[src/rtl/present_key_schedule_if.sv]
// ----------------------------------------------------------------------------
// present_key_schedule_if
//
// Purpose: bundles the load/advance handshake and the round-key result bus of
// the PRESENT-80 key-schedule generator.
//
// Signals:
//   key_load  - one-cycle strobe, capture key_in as K1
//   key_in    - 80-bit master key
//   advance   - consumer has used the current key, step to the next one
//   keyout    - current round key
//   round     - index of the key on keyout (0 together with done means K32)
//   key_valid - keyout holds a valid key
//   done      - keyout holds K32, schedule exhausted
//
// Modports:
//   master - the side that loads keys and consumes round keys
//   slave  - the key-schedule generator itself
// ----------------------------------------------------------------------------
interface present_key_schedule_if #(
    parameter int KEY_W = 80
);
    logic             key_load;
    logic [KEY_W-1:0] key_in;
    logic             advance;
    logic [KEY_W-1:0] keyout;
    logic [4:0]       round;
    logic             key_valid;
    logic             done;

    modport master (
        output key_load, key_in, advance,
        input  keyout, round, key_valid, done
    );

    modport slave (
        input  key_load, key_in, advance,
        output keyout, round, key_valid, done
    );
endinterface

[src/rtl/present_key_schedule.sv]
// ----------------------------------------------------------------------------
// present_key_schedule
//
// Purpose: sequential PRESENT-80 key schedule. Holds the key in one 80-bit
// register updated in place and produces K1..K32, one step per accepted
// advance. All outputs come straight from registers.
//
// Ports:
//   clk   - system clock, rising edge
//   rst_n - asynchronous active-low reset
//   bus   - present_key_schedule_if.slave (key_load, key_in, advance in;
//           keyout, round, key_valid, done out)
//
// Parameters:
//   KEY_W  - key width, only 80 is supported
//   ROUNDS - number of round keys produced (32)
// ----------------------------------------------------------------------------
module present_key_schedule #(
    parameter int KEY_W  = 80,
    parameter int ROUNDS = 32
) (
    input logic                    clk,
    input logic                    rst_n,
    present_key_schedule_if.slave  bus
);

    // Advancing from this round produces the final key and exhausts the schedule.
    localparam logic [4:0] LAST_ROUND = 5'(ROUNDS - 1);

    typedef enum logic [1:0] {
        ST_IDLE,
        ST_RUN,
        ST_DONE
    } state_t;

    state_t           state;
    logic [KEY_W-1:0] key_q;
    logic [4:0]       round_q;
    logic             valid_q;
    logic             done_q;

    logic [KEY_W-1:0] rot;
    logic [KEY_W-1:0] key_next;

    // PRESENT 4-bit S-box.
    function automatic logic [3:0] sbox(input logic [3:0] x);
        logic [3:0] y;
        case (x)
            4'h0: y = 4'hC;
            4'h1: y = 4'h5;
            4'h2: y = 4'h6;
            4'h3: y = 4'hB;
            4'h4: y = 4'h9;
            4'h5: y = 4'h0;
            4'h6: y = 4'hA;
            4'h7: y = 4'hD;
            4'h8: y = 4'h3;
            4'h9: y = 4'hE;
            4'hA: y = 4'hF;
            4'hB: y = 4'h8;
            4'hC: y = 4'h4;
            4'hD: y = 4'h7;
            4'hE: y = 4'h1;
            default: y = 4'h2;
        endcase
        return y;
    endfunction

    // Next key: rotate left by 61, S-box the top nibble, then fold the current
    // round counter into bits 19:15. The counter before increment is used, so
    // the step to K32 still mixes in 31.
    assign rot      = {key_q[18:0], key_q[79:19]};
    assign key_next = {sbox(rot[79:76]), rot[75:20], rot[19:15] ^ round_q, rot[14:0]};

    // Schedule control. A load always wins, even over a simultaneous advance,
    // and restarts from K1 regardless of where the schedule was. Advances are
    // only honoured while running; idle and exhausted schedules ignore them.
    // The 5-bit round counter naturally wraps to 0 when K32 is produced.
    always_ff @(posedge clk or negedge rst_n) begin
        if (!rst_n) begin
            state   <= ST_IDLE;
            key_q   <= '0;
            round_q <= '0;
            valid_q <= 1'b0;
            done_q  <= 1'b0;
        end else if (bus.key_load) begin
            state   <= ST_RUN;
            key_q   <= bus.key_in;
            round_q <= 5'd1;
            valid_q <= 1'b1;
            done_q  <= 1'b0;
        end else if (bus.advance && state == ST_RUN) begin
            key_q   <= key_next;
            round_q <= round_q + 5'd1;
            if (round_q == LAST_ROUND) begin
                state  <= ST_DONE;
                done_q <= 1'b1;
            end
        end
    end

    assign bus.keyout    = key_q;
    assign bus.round     = round_q;
    assign bus.key_valid = valid_q;
    assign bus.done      = done_q;

endmodule

[src/flat_wrapper.sv]
// flat-port wrapper written by rule: the top's interface ports become plain ports
module present_key_schedule_flat 
#(
    parameter int KEY_W  = 80,
    parameter int ROUNDS = 32
)
  (clk, rst_n, bus_key_load, bus_key_in, bus_advance, bus_keyout, bus_round, bus_key_valid, bus_done);
  present_key_schedule_if #(.KEY_W(KEY_W)) bus_i ();
  input logic clk;
  input logic rst_n;
  input wire logic [$bits(bus_i.key_load)-1:0] bus_key_load;
  input wire logic [$bits(bus_i.key_in)-1:0] bus_key_in;
  input wire logic [$bits(bus_i.advance)-1:0] bus_advance;
  output wire logic [$bits(bus_i.keyout)-1:0] bus_keyout;
  output wire logic [$bits(bus_i.round)-1:0] bus_round;
  output wire logic [$bits(bus_i.key_valid)-1:0] bus_key_valid;
  output wire logic [$bits(bus_i.done)-1:0] bus_done;
  assign bus_i.key_load = bus_key_load;
  assign bus_i.key_in = bus_key_in;
  assign bus_i.advance = bus_advance;
  assign bus_keyout = bus_i.keyout;
  assign bus_round = bus_i.round;
  assign bus_key_valid = bus_i.key_valid;
  assign bus_done = bus_i.done;
  present_key_schedule #(.KEY_W(KEY_W), .ROUNDS(ROUNDS)) u_core (.clk(clk), .rst_n(rst_n), .bus(bus_i));
endmodule
[config.mk]
export PLATFORM = sky130hd
export DESIGN_NAME = present_key_schedule_flat
export DESIGN_NICKNAME = d
export VERILOG_FILES = /design/src/rtl/present_key_schedule_if.sv /design/src/rtl/present_key_schedule.sv /design/src/flat_wrapper.sv
export SDC_FILE = /design/constraint.sdc
export NUM_CORES = 1
export LEC_CHECK = 0
export ABC_CLOCK_PERIOD_IN_PS = 2900
export CAP_MARGIN = 0
export CORE_UTILIZATION = 35
export CTS_CLUSTER_DIAMETER = 100
export DETAILED_ROUTE_END_ITERATION = 6
export PLACE_DENSITY = 0.77
export SLEW_MARGIN = 0
export SYNTH_ARGS = -nofsm -noshare
export SYNTH_HDL_FRONTEND = slang
export SYNTH_SLANG_ARGS = --single-unit
[constraint.sdc]
create_clock -name clk -period 2.9 [get_ports clk]
set_clock_uncertainty 0.2 [all_clocks]
set_input_delay 0.435 -clock clk [delete_from_list [all_inputs] [get_ports clk]]
set_output_delay 0.435 -clock clk [all_outputs]
set_load 0.05 [all_outputs]
# --- Word level (Yosys, flattened, before mapping) ---
# Memories as Yosys holds them, arrays and structs flattened.
# Cells that the tools add are included.
# W data, S select, Z words.
classes:
  muxes: 10
  n_reduce_logical: 4
  n_eq_ne: 2
  addsub: 1
  n_bitwise: 1
ops:
  columns: ["operator", "n"]
  rows:
  - ["$mux W80", 2]
  - ["$mux W5", 2]
  - ["$mux W2", 3]
  - ["$add A5 B1 Y5 const B", 1]
  - ["$eq A5 B5 Y1 const B", 1]
  - ["$xor A5 B5 Y5", 1]
  - ["$reduce_bool A2 Y1", 2]
  - ["$mux W1", 3]
  - ["$eq A2 B1 Y1 const B", 1]
  - ["$reduce_and A2 Y1", 1]
  - ["$logic_and A1 B1 Y1", 1]
totals:
  mem_bits_ro: 64
  mem_count: 1
  in_bits: 84
  out_inout_bits: 87
  reg_bits: 89
memory_table:
  columns: ["name", "words", "word_bits", "rd", "rd_clocked_by_memory_dff", "write_ports", "line_no", "text"]
  rows:
  - ["(name not given)", 16, 4, 1, 0, 0, "present_key_schedule.sv:48", "case (x)"]

# --- Longest topological paths before layout ---
logic_depth:
  ltp_word: 4
  ltp_mapped: 5
  ltp_nobuf: 5

# --- Worst setup path before layout ---
# Ideal clock, no wire load.
synth_path:
  path_kind: "flip-flop to flip-flop"
  from: "register u_core.key_q[15], in the netlist u_core.bus.keyout[15]"
  to: "register u_core.key_q[78], in the netlist u_core.bus.keyout[78]"
  setup_time_ps: 76
  stages_incl_launch_ff: 6
  arrival_ps: 1787
  required_time_ps: 2624
  setup_slack_ps: 837
  path_cell_list: "dfrtp_1 > inv_1 > ha_1 > inv_1 > mux4_2 > o21ai_1"
synth_between:
  elab_chain_len: 3
synth_rtl:
  columns: ["element", "line_no", "text"]
  rows:
  - ["from (decl)", "present_key_schedule.sv:37", "logic [KEY_W-1:0] key_q;"]
  - ["from (signal assigned)", "present_key_schedule.sv:88", "key_q <= bus.key_in;"]
  - ["from (signal assigned)", "present_key_schedule.sv:93", "key_q <= key_next;"]
  - ["$mem_v2 Z16 W4", null, null]
  - ["$mux W80", "present_key_schedule.sv:92", "end else if (bus.advance && state == ST_RUN) begin"]
  - ["$mux W80", "present_key_schedule.sv:86", "end else if (bus.key_load) begin"]
# Every way passes these cells. The select of a mux whose other input is x is not followed.
# A chain may end at the register's enable or synchronous reset.

# --- Final worst setup path ---
layout_path:
  from: "register u_core.key_q[18], in the netlist u_core.bus.keyout[18]"
  to: "output port bus_keyout[18]"
layout_rtl:
  columns: ["element", "line_no", "text"]
  rows:
  - ["to (decl)", "flat_wrapper.sv:14", "output wire logic [$bits(bus_i.keyout)-1:0] bus_keyout;"]
# No word-level cell between the ends.

==> impl_metrics.tcl <==
set metrics [dict create \
    clockBufferDepth 2 \
    reg2reg_to "u_core.bus.keyout[78]$_DFFE_PN0P_" \
    slew_headroom_pct 54.6 \
    dr.pass1.iters 4 \
    clockPowerShare_pct 29.5 \
    die_area_sq_mm 0.0127 \
    antenna_found_initial 0 \
    path_clk_slew_ns 0.06 \
    core_sq_mm 0.0120 \
    critical_path.endpoint "bus_keyout[18]" \
    cp_cell_sequence "clkdlybuf4s50_1" \
    ys_top_cells_by_area "dfrtp_1 (51%), mux2i_1 (18%), o21ai_0 (9.1%), nand2_1 (7.2%), ha_1 (2.0%)" \
    cts_setup_buffers 0 \
    grt_pass1_wl_mm 18.2 \
    grt-ovfl-total 0 \
    max_freq_ghz 0.419 \
    synth_commonest_cells "dfrtp_1 (88), nand2_1 (83), o21ai_0 (78)" \
    gp_congestion 0.799 \
    grt_pass1_vias 3564 \
    synth_top_area_share_pct 51.2 \
    arrival_ns 1.75 \
    syn_nets 499 \
    diodes 0 \
    root_buffer "clkbuf_16" \
    fin_nets 659 \
    ys.flop_type "dfrtp_1" \
    io_buffers 170 \
    crit_type "reg -> out" \
    drt_iter0_drc 175 \
    cp.required_ns 2.27 \
    syn_area_per_cell_sq_um 10.5 \
    numCtsBuffers 9 \
    die_w_um 113 \
    synth_top_area_cell "dfrtp_1" \
    r2r_start "u_core.bus.keyout[16]$_DFFE_PN0P_" \
    fin_hold_ws_ns 0.306 \
    power_density_mw_per_mm2 596 \
    tns_ns 0 \
    synthCells 408 \
    num_rows 40 \
    swShare_pct 35.1 \
    slew_violations 0 \
    power.static_leakage_nw 2.85 \
    synth.most_common_cell "dfrtp_1" \
    ys_seq_area_share_pct 51.2 \
    vias 3549 \
    power_frac_comb_pct 31.3 \
    irDropWorstVdd_uv 328 \
    r2r_cells 5 \
    critPathMaxStageDelay_ns 0.88 \
    setup_viol 0 \
    synth_warnings 0 \
    drv_cap 0 \
    path_delay_family "buffers and inverters" \
    cp-end-kind "primary output" \
    switching_power_mw 1.34 \
    cts_tree "built" \
    grt_start_max_net_pins 77 \
    path_max_fanout 9 \
    start_util_pct 35.8 \
    cp.depth 1 \
    startpoint "u_core.bus.keyout[18]$_DFFE_PN0P_" \
    reg2reg_slack_ns 0.96 \
    synth_area_sq_mm 0.00430 \
    postRouteAntennaNets 0 \
    vias_per_cell 4.93 \
    track_usage_pct 18.2 \
    path_buf_inv 1 \
    synth_cell_types 35 \
    synth_edf_count 0 \
    cts.sinks 88 \
    p_seq_share_pct 39.2 \
    dieHeight_um 113 \
    period_share_pct 82.3 \
    dp_hpwl_mm 8.03 \
    drive_gt1_share_pct 5.06 \
    insertion_delay_ns 0.33 \
    routedWlPerCell_um 15.7 \
    ios 171 \
    ys_seq_elements 88 \
    p_int_mw 2.48 \
    synthToLayoutAreaGrowth_pct 48.8 \
    worst_setup_path_start_kind "flop" \
    htreeDepth 3 \
    routed_wl_mm 11.3 \
    rsz0062_at_grt "false" \
    drc 0 \
    period_minus_slack_ns 2.39 \
    hold_path_class "reg -> reg" \
    status "completed" \
    tightestPinTransition_ns 0.680 \
    worst_path_max_delay_cell "clkdlybuf4s50_1" \
    async_flop_share_pct 100 \
    final_hold_viol_count 0 \
]
-- cell usage in the layout (no fill, tap or decap), types with 3 or more instances in the layout --
cell type | Yosys | layout
a21oi_1 | 4 | 4
buf_12 | 1 | 5
buf_4 | 2 | 4
clkbuf_16 | 0 | 9
clkbuf_8 | 0 | 3
clkdlybuf4s50_1 | 0 | 168
dfrtp_1 | 88 | 88
ha_1 | 7 | 7
inv_1 | 7 | 7
mux2i_1 | 77 | 77
nand2_1 | 83 | 83
o21ai_0 | 78 | 78
xor2_1 | 6 | 6
-- worst register-to-register path: stages, from the launching register on --
cell and delay (ns):
dfrtp_1 0.51, inv_1 0.13, ha_1 0.36, inv_1 0.06, mux4_2 0.47, o21ai_1 0.14
-- area by class of cell --
cell class                      instances  area (sq um)
Fill cell                            1070          5620
Sequential cell                        88          2200
Multi-Input combinational cell        284          1870
Timing Repair Buffer                  178          1820
Clock buffer                           12           267
Tap cell                              147           184
Clock inverter                          4          27.5
Inverter                                7          26.3
-- routing by layer --
layer	part of all wire (%)	wire [um]	vias up	global-route usage, %
li1	-	-	1725	-
met2	47	5280	109	29.4
met4	0.89	100	0	4.80
met1	46	5180	1707	23.8
met5	0	0	-	0
met3	6.5	734	8	5.36
-- metrics by stage --
step	total power, mW	instances	util (%)	instance area, sq um	worst slack [ns]
finish	3.81	720	53.2	6390	0.513
global route	3.97	720	53.2	6390	0.417
CTS	3.84	720	53.2	6390	0.491
detailed placement	2.71	703	50.7	6090	0.677
global placement	2.69	703	50.7	6090	0.726
floorplan	2.21	408	-	4300	0.837
-- power groups by stage --
stage	combinational (mW)	sequential [mW]	clock, mW
after floorplan	0.290	1.92	0
after global placement	1.18	1.51	0
after detailed placement	1.20	1.51	0
after CTS	1.20	1.49	1.15
after global routing	1.26	1.51	1.20
final	1.19	1.49	1.13
-- registers in the layout (all words and copies together), names as in the netlist --
signal                count
u_core.bus.key_valid      1
u_core.bus.keyout        80
u_core.bus.round          5
u_core.state              2
-- worst min path at each step --
stage | cells after the start | slack (ns) | end | startpoint
after floorplan | 0 | -0.06 | u_core.bus.key_valid$_DFFE_PN0P_ | rst_n
after global placement | 1 | 0.23 | u_core.bus.keyout[38]$_DFFE_PN0P_ | rst_n
after detailed placement | 1 | 0.24 | u_core.bus.keyout[38]$_DFFE_PN0P_ | rst_n
after CTS | 1 | 0.31 | u_core.bus.key_valid$_DFFE_PN0P_ | u_core.bus.key_valid$_DFFE_PN0P_
after global routing | 1 | 0.34 | u_core.bus.key_valid$_DFFE_PN0P_ | u_core.bus.key_valid$_DFFE_PN0P_
final | 1 | 0.31 | u_core.bus.key_valid$_DFFE_PN0P_ | u_core.bus.key_valid$_DFFE_PN0P_
-- kinds of logic after synthesis --
family	count (synthesis)	synth area share, %
AOI/OAI and AO/OA	91	11.1
xor gates and xnor gates	8	1.63
adders and majority gates	7	2.04
buffers and inverters	36	5.36
DFF	88	51.2
muxes	79	19.0
and+or+nand+nor	99	9.67
-- timing repair --
item / 4_1_cts / 5_1_grt
gates resized for setup: 0 / 0
hold endpoints to repair: 37 / 0
hold buffers: 1 / 0
Note: power is estimated with default switching activity, not from simulation.
